==> config.mk <==
export PLATFORM = sky130hd
export DESIGN_NAME = cache_ctrl_burst_flat
export DESIGN_NICKNAME = d
export VERILOG_FILES = /design/src/rtl/cache_ctrl_burst_if.sv /design/src/rtl/cache_ctrl_burst.sv /design/src/flat_wrapper.sv
export SDC_FILE = /design/constraint.sdc
export NUM_CORES = 1
export LEC_CHECK = 0
export ABC_AREA = 1
export CAP_MARGIN = 20
export CORE_AREA = 2 2 39 41
export CTS_CLUSTER_DIAMETER = 100
export DETAILED_ROUTE_END_ITERATION = 16
export DIE_AREA = 0 0 41 43
export DONT_BUFFER_PORTS = 1
export GPL_ROUTABILITY_DRIVEN = 0
export SYNTH_ARGS = -nofsm -noshare
export SYNTH_HDL_FRONTEND = slang
export SYNTH_SLANG_ARGS = --single-unit
==> constraint.sdc <==
create_clock -name clk -period 1.19 [get_ports clk]
set_clock_uncertainty 0.15 [all_clocks]
set_input_delay 0.238 -clock clk [delete_from_list [all_inputs] [get_ports clk]]
set_output_delay 0.238 -clock clk [all_outputs]
set_load 0.1 [all_outputs]
==> src/rtl/cache_ctrl_burst_if.sv <==
// Bundle of core-request, cache-array and memory handshake signals for cache_ctrl_burst.
// master = controller side, slave = core/array/memory side.
interface cache_ctrl_burst_if #(
    parameter int WAYS  = 2,
    parameter int BEATS = 4
);
    localparam int WAY_W  = (WAYS  > 2) ? $clog2(WAYS)  : 1;
    localparam int BEAT_W = (BEATS > 2) ? $clog2(BEATS) : 1;

    logic              req_valid;
    logic              req_type;
    logic              req_ready;
    logic              hit;
    logic              victim_dirty;
    logic [WAY_W-1:0]  victim_way;
    logic [BEAT_W-1:0] beat_idx;
    logic              mem_req_valid;
    logic              mem_req_write;
    logic              mem_req_ready;
    logic              mem_wr_valid;
    logic              mem_wr_ready;
    logic              mem_rd_valid;
    logic              read_en_cache;
    logic              write_en_cache;
    logic              cache_wb_rd;
    logic              refill;
    logic              tag_update;
    logic              done_cache;
    logic              error;

    modport master (
        input  req_valid, req_type, hit, victim_dirty,
               mem_req_ready, mem_wr_ready, mem_rd_valid,
        output req_ready, victim_way, beat_idx, mem_req_valid, mem_req_write,
               mem_wr_valid, read_en_cache, write_en_cache, cache_wb_rd,
               refill, tag_update, done_cache, error
    );

    modport slave (
        output req_valid, req_type, hit, victim_dirty,
               mem_req_ready, mem_wr_ready, mem_rd_valid,
        input  req_ready, victim_way, beat_idx, mem_req_valid, mem_req_write,
               mem_wr_valid, read_en_cache, write_en_cache, cache_wb_rd,
               refill, tag_update, done_cache, error
    );
endinterface

==> src/rtl/cache_ctrl_burst.sv <==
// N-way write-back/write-allocate cache controller with multi-beat line transfers.
// Optional memory-wait watchdog enabled by defining CACHE_CTRL_TIMEOUT_EN.
module cache_ctrl_burst #(
    parameter int WAYS    = 2,
    parameter int BEATS   = 4,
    parameter int TIMEOUT = 255
) (
    input  logic               clk,
    input  logic               rst,
    cache_ctrl_burst_if.master bus
);
    localparam int WAY_W  = (WAYS  > 2) ? $clog2(WAYS)  : 1;
    localparam int BEAT_W = (BEATS > 2) ? $clog2(BEATS) : 1;
    localparam logic [WAY_W-1:0]  LAST_WAY  = WAY_W'(WAYS - 1);
    localparam logic [BEAT_W-1:0] LAST_BEAT = BEAT_W'(BEATS - 1);

    // Elaboration-time parameter sanity checks.
    if (WAYS < 2) begin : g_bad_ways
        $error("cache_ctrl_burst: WAYS must be at least 2");
    end
    if ((BEATS < 1) || ((BEATS & (BEATS - 1)) != 0)) begin : g_bad_beats
        $error("cache_ctrl_burst: BEATS must be a power of 2");
    end
    if (TIMEOUT < 1) begin : g_bad_timeout
        $error("cache_ctrl_burst: TIMEOUT must be at least 1");
    end

    typedef enum logic [2:0] {
        S_IDLE    = 3'd0,
        S_COMPARE = 3'd1,
        S_WB_REQ  = 3'd2,
        S_WB_DATA = 3'd3,
        S_RF_REQ  = 3'd4,
        S_RF_DATA = 3'd5,
        S_UPDATE  = 3'd6
    } state_t;

    state_t            state_q,  state_d;
    logic [BEAT_W-1:0] beat_q,   beat_d;
    logic [WAY_W-1:0]  victim_q, victim_d;
    logic              type_q,   type_d;

`ifdef CACHE_CTRL_TIMEOUT_EN
    localparam int WD_W = $clog2(TIMEOUT + 1);
    localparam logic [WD_W-1:0] WD_LAST = WD_W'(TIMEOUT - 1);
    logic [WD_W-1:0] wdog_q, wdog_d;
`endif

    logic req_ready_s, mem_req_valid_s, mem_req_write_s, mem_wr_valid_s;
    logic read_en_s, write_en_s, wb_rd_s, refill_s, tag_update_s;
    logic done_s, error_s, stall_s;

    // Next-state, counters and Mealy output decode.
    always_comb begin
        state_d         = state_q;
        beat_d          = beat_q;
        victim_d        = victim_q;
        type_d          = type_q;
        req_ready_s     = 1'b0;
        mem_req_valid_s = 1'b0;
        mem_req_write_s = 1'b0;
        mem_wr_valid_s  = 1'b0;
        read_en_s       = 1'b0;
        write_en_s      = 1'b0;
        wb_rd_s         = 1'b0;
        refill_s        = 1'b0;
        tag_update_s    = 1'b0;
        done_s          = 1'b0;
        error_s         = 1'b0;
        stall_s         = 1'b0;

        case (state_q)
            S_IDLE: begin
                req_ready_s = 1'b1;
                if (bus.req_valid) begin
                    type_d  = bus.req_type;
                    state_d = S_COMPARE;
                end else begin
                    state_d = S_IDLE;
                end
            end
            S_COMPARE: begin
                if (bus.hit) begin
                    done_s     = 1'b1;
                    read_en_s  = ~type_q;
                    write_en_s = type_q;
                    state_d    = S_IDLE;
                end else if (bus.victim_dirty) begin
                    state_d = S_WB_REQ;
                end else begin
                    state_d = S_RF_REQ;
                end
            end
            S_WB_REQ: begin
                mem_req_valid_s = 1'b1;
                mem_req_write_s = 1'b1;
                if (bus.mem_req_ready) begin
                    beat_d  = '0;
                    state_d = S_WB_DATA;
                end else begin
                    stall_s = 1'b1;
                end
            end
            S_WB_DATA: begin
                mem_wr_valid_s = 1'b1;
                wb_rd_s        = 1'b1;
                if (!bus.mem_wr_ready) begin
                    stall_s = 1'b1;
                end else if (beat_q == LAST_BEAT) begin
                    beat_d  = '0;
                    state_d = S_RF_REQ;
                end else begin
                    beat_d = beat_q + BEAT_W'(1);
                end
            end
            S_RF_REQ: begin
                mem_req_valid_s = 1'b1;
                if (bus.mem_req_ready) begin
                    beat_d  = '0;
                    state_d = S_RF_DATA;
                end else begin
                    stall_s = 1'b1;
                end
            end
            S_RF_DATA: begin
                if (!bus.mem_rd_valid) begin
                    stall_s = 1'b1;
                end else begin
                    write_en_s = 1'b1;
                    refill_s   = 1'b1;
                    if (beat_q == LAST_BEAT) begin
                        beat_d  = '0;
                        state_d = S_UPDATE;
                    end else begin
                        beat_d = beat_q + BEAT_W'(1);
                    end
                end
            end
            S_UPDATE: begin
                tag_update_s = 1'b1;
                victim_d     = (victim_q == LAST_WAY) ? '0 : victim_q + WAY_W'(1);
                state_d      = S_COMPARE;
            end
            default: begin
                beat_d  = '0;
                state_d = S_IDLE;
            end
        endcase

`ifdef CACHE_CTRL_TIMEOUT_EN
        // Any non-stall cycle (entry, handshake, other state) clears the watchdog.
        if (!stall_s) begin
            wdog_d = '0;
        end else if (wdog_q == WD_LAST) begin
            wdog_d  = '0;
            error_s = 1'b1;
            done_s  = 1'b1;
            beat_d  = '0;
            state_d = S_IDLE;
        end else begin
            wdog_d = wdog_q + WD_W'(1);
        end
`endif
    end

    // State, beat, victim pointer and latched request type registers.
    always_ff @(posedge clk) begin
        if (rst) begin
            state_q  <= S_IDLE;
            beat_q   <= '0;
            victim_q <= '0;
            type_q   <= 1'b0;
`ifdef CACHE_CTRL_TIMEOUT_EN
            wdog_q   <= '0;
`endif
        end else begin
            state_q  <= state_d;
            beat_q   <= beat_d;
            victim_q <= victim_d;
            type_q   <= type_d;
`ifdef CACHE_CTRL_TIMEOUT_EN
            wdog_q   <= wdog_d;
`endif
        end
    end

    assign bus.req_ready      = req_ready_s;
    assign bus.victim_way     = victim_q;
    assign bus.beat_idx       = beat_q;
    assign bus.mem_req_valid  = mem_req_valid_s;
    assign bus.mem_req_write  = mem_req_write_s;
    assign bus.mem_wr_valid   = mem_wr_valid_s;
    assign bus.read_en_cache  = read_en_s;
    assign bus.write_en_cache = write_en_s;
    assign bus.cache_wb_rd    = wb_rd_s;
    assign bus.refill         = refill_s;
    assign bus.tag_update     = tag_update_s;
    assign bus.done_cache     = done_s;
    assign bus.error          = error_s;
endmodule

==> src/flat_wrapper.sv <==
// flat-port wrapper written by rule: the top's interface ports become plain ports
module cache_ctrl_burst_flat 
#(
    parameter int WAYS    = 2,
    parameter int BEATS   = 4,
    parameter int TIMEOUT = 255
)
  (clk, rst, bus_req_valid, bus_req_type, bus_hit, bus_victim_dirty, bus_mem_req_ready, bus_mem_wr_ready, bus_mem_rd_valid, bus_req_ready, bus_victim_way, bus_beat_idx, bus_mem_req_valid, bus_mem_req_write, bus_mem_wr_valid, bus_read_en_cache, bus_write_en_cache, bus_cache_wb_rd, bus_refill, bus_tag_update, bus_done_cache, bus_error);
  cache_ctrl_burst_if #(.WAYS(WAYS), .BEATS(BEATS)) bus_i ();
  input  logic clk;
  input  logic rst;
  input wire logic [$bits(bus_i.req_valid)-1:0] bus_req_valid;
  input wire logic [$bits(bus_i.req_type)-1:0] bus_req_type;
  input wire logic [$bits(bus_i.hit)-1:0] bus_hit;
  input wire logic [$bits(bus_i.victim_dirty)-1:0] bus_victim_dirty;
  input wire logic [$bits(bus_i.mem_req_ready)-1:0] bus_mem_req_ready;
  input wire logic [$bits(bus_i.mem_wr_ready)-1:0] bus_mem_wr_ready;
  input wire logic [$bits(bus_i.mem_rd_valid)-1:0] bus_mem_rd_valid;
  output wire logic [$bits(bus_i.req_ready)-1:0] bus_req_ready;
  output wire logic [$bits(bus_i.victim_way)-1:0] bus_victim_way;
  output wire logic [$bits(bus_i.beat_idx)-1:0] bus_beat_idx;
  output wire logic [$bits(bus_i.mem_req_valid)-1:0] bus_mem_req_valid;
  output wire logic [$bits(bus_i.mem_req_write)-1:0] bus_mem_req_write;
  output wire logic [$bits(bus_i.mem_wr_valid)-1:0] bus_mem_wr_valid;
  output wire logic [$bits(bus_i.read_en_cache)-1:0] bus_read_en_cache;
  output wire logic [$bits(bus_i.write_en_cache)-1:0] bus_write_en_cache;
  output wire logic [$bits(bus_i.cache_wb_rd)-1:0] bus_cache_wb_rd;
  output wire logic [$bits(bus_i.refill)-1:0] bus_refill;
  output wire logic [$bits(bus_i.tag_update)-1:0] bus_tag_update;
  output wire logic [$bits(bus_i.done_cache)-1:0] bus_done_cache;
  output wire logic [$bits(bus_i.error)-1:0] bus_error;
  assign bus_i.req_valid = bus_req_valid;
  assign bus_i.req_type = bus_req_type;
  assign bus_i.hit = bus_hit;
  assign bus_i.victim_dirty = bus_victim_dirty;
  assign bus_i.mem_req_ready = bus_mem_req_ready;
  assign bus_i.mem_wr_ready = bus_mem_wr_ready;
  assign bus_i.mem_rd_valid = bus_mem_rd_valid;
  assign bus_req_ready = bus_i.req_ready;
  assign bus_victim_way = bus_i.victim_way;
  assign bus_beat_idx = bus_i.beat_idx;
  assign bus_mem_req_valid = bus_i.mem_req_valid;
  assign bus_mem_req_write = bus_i.mem_req_write;
  assign bus_mem_wr_valid = bus_i.mem_wr_valid;
  assign bus_read_en_cache = bus_i.read_en_cache;
  assign bus_write_en_cache = bus_i.write_en_cache;
  assign bus_cache_wb_rd = bus_i.cache_wb_rd;
  assign bus_refill = bus_i.refill;
  assign bus_tag_update = bus_i.tag_update;
  assign bus_done_cache = bus_i.done_cache;
  assign bus_error = bus_i.error;
  cache_ctrl_burst #(.WAYS(WAYS), .BEATS(BEATS), .TIMEOUT(TIMEOUT)) u_core (.clk(clk), .rst(rst), .bus(bus_i));
endmodule
==> reports/metrics.yaml, run 1 <==
route:
  antenna_left: 0
  first_pass_iters: 4
  via_count: 839
  drt_iter0_drc: 25
  drc: 0
  wl_um: 2580
  viasPerCell: 5.56
  wl_per_cell_um: 17.1
synth:
  synth-seq-cells: 7
  syn_area_per_cell_sq_um: 6.21
  synth_flop_cell: "dfxtp_1"
  yosys.area.top_type: "dfxtp_1"
  async_flop_share_pct: 0
  synth_warnings: 0
  syn-cell-area_sq_um: 614
  synthCells: 99
  ys_top_cells_by_area: "dfxtp_1 (23%), nand2_1 (11%), nor2_1 (10%)"
  yosysSeqAreaShare_pct: 22.8
  synthTopCellsByCount: "nand2_1 (18), nor2_1 (17), inv_1 (11), nand3_1 (8), dfxtp_1 (7)"
  syn-num-nets: 109
  synth-edff-count: 0
  synth.most_common_cell: "nand2_1"
  yosysTopAreaCellShare_pct: 22.8
  ys_types: 22
setup_path:
  critPathKind: "flip-flop to output pin"
  cp_max_fo: 6
  arrival_ns: 1.36
  critPathSlowestCell: "dfxtp_4"
  critPathRequiredTime_ns: 0.80
  crit_chain: "nor2_4 > nand2_4 > nor2_4 > nand2_2 > o21ai_4 > buf_12"
  max_stage_delay_ns: 0.38
  crit_top_cell: "nor2_4"
  critPathLaunchType: "flip-flop"
  endpoint_kind: "output pin"
die:
  io_pins: 23
  coreArea_sq_um: 1380
  initial_core_util_pct: 44.4
  die-height_um: 43
  dieArea_sq_um: 1760
  rows: 14
  die_w_um: 41
timing:
  timing.hold.ws_ns: 0.0458
  rsz0062_at_grt: "yes"
  hold_viol: 0
  slew_violations: 0
  tns_ns: -7.37
  min_period_over_period_pct: 147
  clock.fmax_ghz: 0.573
  fin_ws_ns: -0.555
  setup_viol: 19
  layout_min_cycle_time_ns: 1.74
cells_and_area:
  multi_input_area_sq_um: 518
  nets: 146
  layout-drive-gt1-share_pct: 57.0
  fillCellCount: 48
  num_antenna_cells: 0
  postLayoutCoreUtil_pct: 91.9
  seqCellArea_sq_um: 160
  final_cell_area_sq_um: 1270
  syn_to_final_growth_pct: 107
grt:
  groute.usage.overall_pct: 25.2
  antenna_found_initial: 0
  grt_overflow: 0
  grt_max_degree: 7
  grt_pass1_vias: 738
  grt_pass1_wl_um: 3020
clock_network:
  cts_tree: "built"
  cts.clk_slew.worst_paths_ns: 0.07
  clock_latency_ns: 0.28
  cts_sinks: 7
  htree_levels: 1
  cts_buffers: 3
  root_buffer: "clkbuf_4"
  clk_path_buf_depth: 2
flow_run:
  cap_violations: 0
status:
  violations: "negative setup slack"
  status: "finished with violations"
placed_design:
  io_buffers: 0
  place_hpwl_um: 1310
  place_area_sq_um: 998
hold_path:
  min_path_type: "input port to flip-flop"
[worst paths after layout]
path	from	cells after the start	to	slack (ns)
setup / recovery	u_core.state_q[1]	6	bus_write_en_cache	-0.55
hold / removal	rst	3	u_core.state_q[1]	0.05
setup reg to reg	u_core.state_q[1]	11	u_core.bus.beat_idx[0]	-0.49
hold reg to reg	u_core.bus.victim_way	3	u_core.bus.victim_way	0.49
[sequential cells by signal, indices dropped and copies added (netlist names)]
name,flops
u_core.bus.beat_idx,2
u_core.bus.victim_way,1
u_core.state_q,3
u_core.type_q,1
[repair_timing]
action                                  CTS  global route
buffers inserted                          4             5
pin swaps                                 6             4
hold endpoints to repair                  2             1
gates resized for setup                  24            10
endpoints found under the setup margin   19            20
hold buffers                              1             2
[final cells by class]
class	count	area share [%]
tap	16	1.57
multi-input combinational	72	40.7
sequential	7	12.6
clock buffer	4	2.07
timing repair buffer	37	37.4
inverter	15	5.61
[per-stage QoR]
step / setup WS, ns / instances
after global routing: -0.583 / 151
final: -0.555 / 151
after floorplan: -0.770 / 99
after detailed placement: -0.339 / 135
after CTS: -0.473 / 144
after global placement: -0.312 / 135
[routing by layer]
layer  vias to the layer above  track usage [%]  routed length, um
li1                        378                -                  -
met1                       395             29.5                912
met2                        51             38.8               1300
met3                        15             5.24                200
met4                         0             16.7                164
met5                         -                0                  0
[critical path, delay by kind of cell (launching register included)]
family                 cells  cell delay (ns)
AOI/OAI and AO/OA          1             0.08
buffers and inverters      1             0.19
DFF                        1             0.38
and+or+nand+nor            4             0.43
[cells by family (layout without fill, tap and decap cells)]
group | Yosys count | count (layout) | synth area share (%)
flip-flops | 7 | 7 | 22.8
buffers and inverters | 20 | 56 | 17.1
XOR/XNOR | 1 | 1 | 1.43
adder cells (fa/ha/maj) | 1 | 1 | 2.04
AO/OA/AOI/OAI | 9 | 9 | 7.74
other | 1 | 1 | 0.610
AND/OR/NAND/NOR | 60 | 60 | 48.3
[layout by cell type, fill, tap and decap left out, types with 2 or more instances in the layout]
| cell | count |
|---|---|
| o21ai_0 | 2 |
| nand3_2 | 3 |
| nor2_4 | 6 |
| dfxtp_4 | 5 |
| nand3_4 | 3 |
| inv_1 | 9 |
| nand2_4 | 4 |
| nor2_2 | 2 |
| inv_2 | 2 |
| a21oi_1 | 3 |
| nand3_1 | 4 |
| clkinvlp_4 | 2 |
| dlygate4sd3_1 | 3 |
| nor3_1 | 2 |
| nand4_1 | 2 |
| nor2_1 | 13 |
| buf_12 | 14 |
| buf_4 | 16 |
| nand2_1 | 14 |
| buf_6 | 4 |
| nand2_2 | 4 |
| clkbuf_4 | 3 |
Power of run 1 is left out: the tool's default activity adds up to more than one toggle a clock period on the data nets, which glitch-free logic cannot reach.
==> inputs of run 2 (changes only) <==
--- a/config.mk
+++ b/config.mk
@@ -13,6 +13,7 @@
 export DIE_AREA = 0 0 41 43
 export DONT_BUFFER_PORTS = 1
 export GPL_ROUTABILITY_DRIVEN = 0
+export SETUP_SLACK_MARGIN = 0.2
 export SYNTH_ARGS = -nofsm -noshare
 export SYNTH_HDL_FRONTEND = slang
 export SYNTH_SLANG_ARGS = --single-unit
==> reports/metrics.yaml, run 2 (same netlist as run 1, synthesis figures left out) <==
status:
  status: "finished with violations"
  violations: "negative setup slack"
grt:
  grt_overflow: 0  # unchanged
  groute.usage.overall_pct: 29.6  # +4.4 points
  grt_pass1_wl_um: 3490  # +16%
  grt_max_degree: 7  # unchanged
  grt_pass1_vias: 807  # +9.3%
  antenna_found_initial: 0  # unchanged
setup_path:
  critPathRequiredTime_ns: 0.80  # about the same
  crit_top_cell: "nor2_4"
  cp_max_fo: 6  # unchanged
  crit_chain: "nor2_4 > nand2_4 > nor2_4 > nand2_2 > o21ai_4 > buf_12"
  critPathKind: "flip-flop to output pin"
  endpoint_kind: "output pin"
  critPathSlowestCell: "dfxtp_4"
  critPathLaunchType: "flip-flop"
  arrival_ns: 1.37  # about the same
  max_stage_delay_ns: 0.38  # about the same
  reg2reg_setup_slack_ns: -0.44  # +0.05 ns
placed_design:
  io_buffers: 0  # unchanged
  place_area_sq_um: 966  # -3.3%
  place_hpwl_um: 1290  # -1.3%
cells_and_area:
  layout-drive-gt1-share_pct: 62.3  # +5.3 points
  layout_common_cells: "buf_4 (21), nor2_1 (13), buf_12 (13)"
  num_antenna_cells: 0  # unchanged
  syn_to_final_growth_pct: 112
  nets: 149  # +2.1%
  final_common_cell: "buf_4"
  final_cell_area_sq_um: 1300  # +2.3%
  largest_register: "u_core.state_q"
  largest_reg_flops: 3  # unchanged
timing:
  hold_viol: 0  # unchanged
  rsz0062_at_grt: "yes"
  layout_min_cycle_time_ns: 1.76  # +0.0171 ns
  fin_ws_ns: -0.572  # -0.0171 ns
  setup_viol: 18  # -1
  slew_violations: 0  # unchanged
  clock.fmax_ghz: 0.568  # -0.97%
  min_period_over_period_pct: 148  # +1.4 points
die:
  io_pins: 23  # unchanged
  rows: 14  # unchanged
  dieArea_sq_um: 1760  # unchanged
  die_w_um: 41  # unchanged
  coreArea_sq_um: 1380  # unchanged
  die-height_um: 43  # unchanged
  initial_core_util_pct: 44.4  # unchanged
route:
  viasPerCell: 5.69  # +2.5%
  antenna_left: 0  # unchanged
  drc: 0  # unchanged
  drt_iter0_drc: 34  # +36%
  first_pass_iters: 4  # unchanged
  wl_um: 3020  # +17%
  wl_per_cell_um: 19.6  # +15%
  via_count: 877  # +4.5%
hold_path:
  min_path_type: "input port to flip-flop"
clock_network:
  htree_levels: 1  # unchanged
  clk_path_buf_depth: 2  # unchanged
  cts_tree: "built"
  cts_sinks: 7  # unchanged
  clock_latency_ns: 0.28  # about the same
  cts_buffers: 3  # unchanged
  cts.clk_slew.worst_paths_ns: 0.07  # about the same
  root_buffer: "clkbuf_4"
flow_run:
  cap_violations: 0  # unchanged
## run 2: cell count changes in the layout (fill, tap and decap cells not counted), moves of 2 or more
cell	previous run	this run
buf_4	16	21
a21oi_2	0	3
a21oi_1	3	1
nand2_1	14	12
nand3_1	4	2
nand3_2	3	5
## run 2: final cells by class
type	instances	area, sq um
tap	16	20.0
multi-input combinational	72	539
sequential	7	163
clock inverter	1	5.00
fill	44	83.8
inverter	15	68.8
timing repair buffer	40	482
clock buffer	3	22.5
## run 2: timing repair
| item | in CTS | in global routing |
|---|---|---|
| endpoints found under the hold margin | 2 | 0 |
| resized for setup | 27 | 11 |
| hold buffers | 3 | 0 |
| setup endpoints to repair | 20 | 20 |
| buffers inserted | 8 | 7 |
| pin swaps | 5 | 5 |
## run 2: per-stage QoR
step                util [%]  setup slack, ns  cells  TNS, ns  hold slack [ns]
floorplan                  -           -0.770     99    -7.21            0.151
detailed placement      69.8           -0.368    132    -4.67            0.158
CTS                     86.8           -0.505    147    -5.68           0.0393
global placement        69.8           -0.332    132    -4.09            0.155
global route            93.9           -0.620    154    -7.64           0.0487
finish                  93.9           -0.572    154    -6.92           0.0554
## run 2: path summary, 6_finish.rpt
| path | start | depth (start not counted) | endpoint |
|---|---|---|---|
| max | u_core.state_q[2] | 6 | bus_write_en_cache |
| min | rst | 3 | u_core.bus.beat_idx[0] |
| max reg2reg | u_core.state_q[1] | 9 | u_core.state_q[2] |
| min reg2reg | u_core.type_q | 2 | u_core.type_q |
## run 2: worst max-delay path, delay by kind of cell (launching register included)
family / cells / cell delay [ns]
and+or+nand+nor: 4 / 0.46
DFF: 1 / 0.38
buffers and inverters: 1 / 0.19
AOI/OAI and AO/OA: 1 / 0.08
## run 2: metal layers
metal,GRT usage [%],vias up,share of wire (%)
met1,31.2,419,38
met5,0,-,0
li1,-,386,-
met2,53.1,59,53
met4,12.7,0,3.6
met3,4.71,13,5.5
Power of run 2 is left out for the same reason.
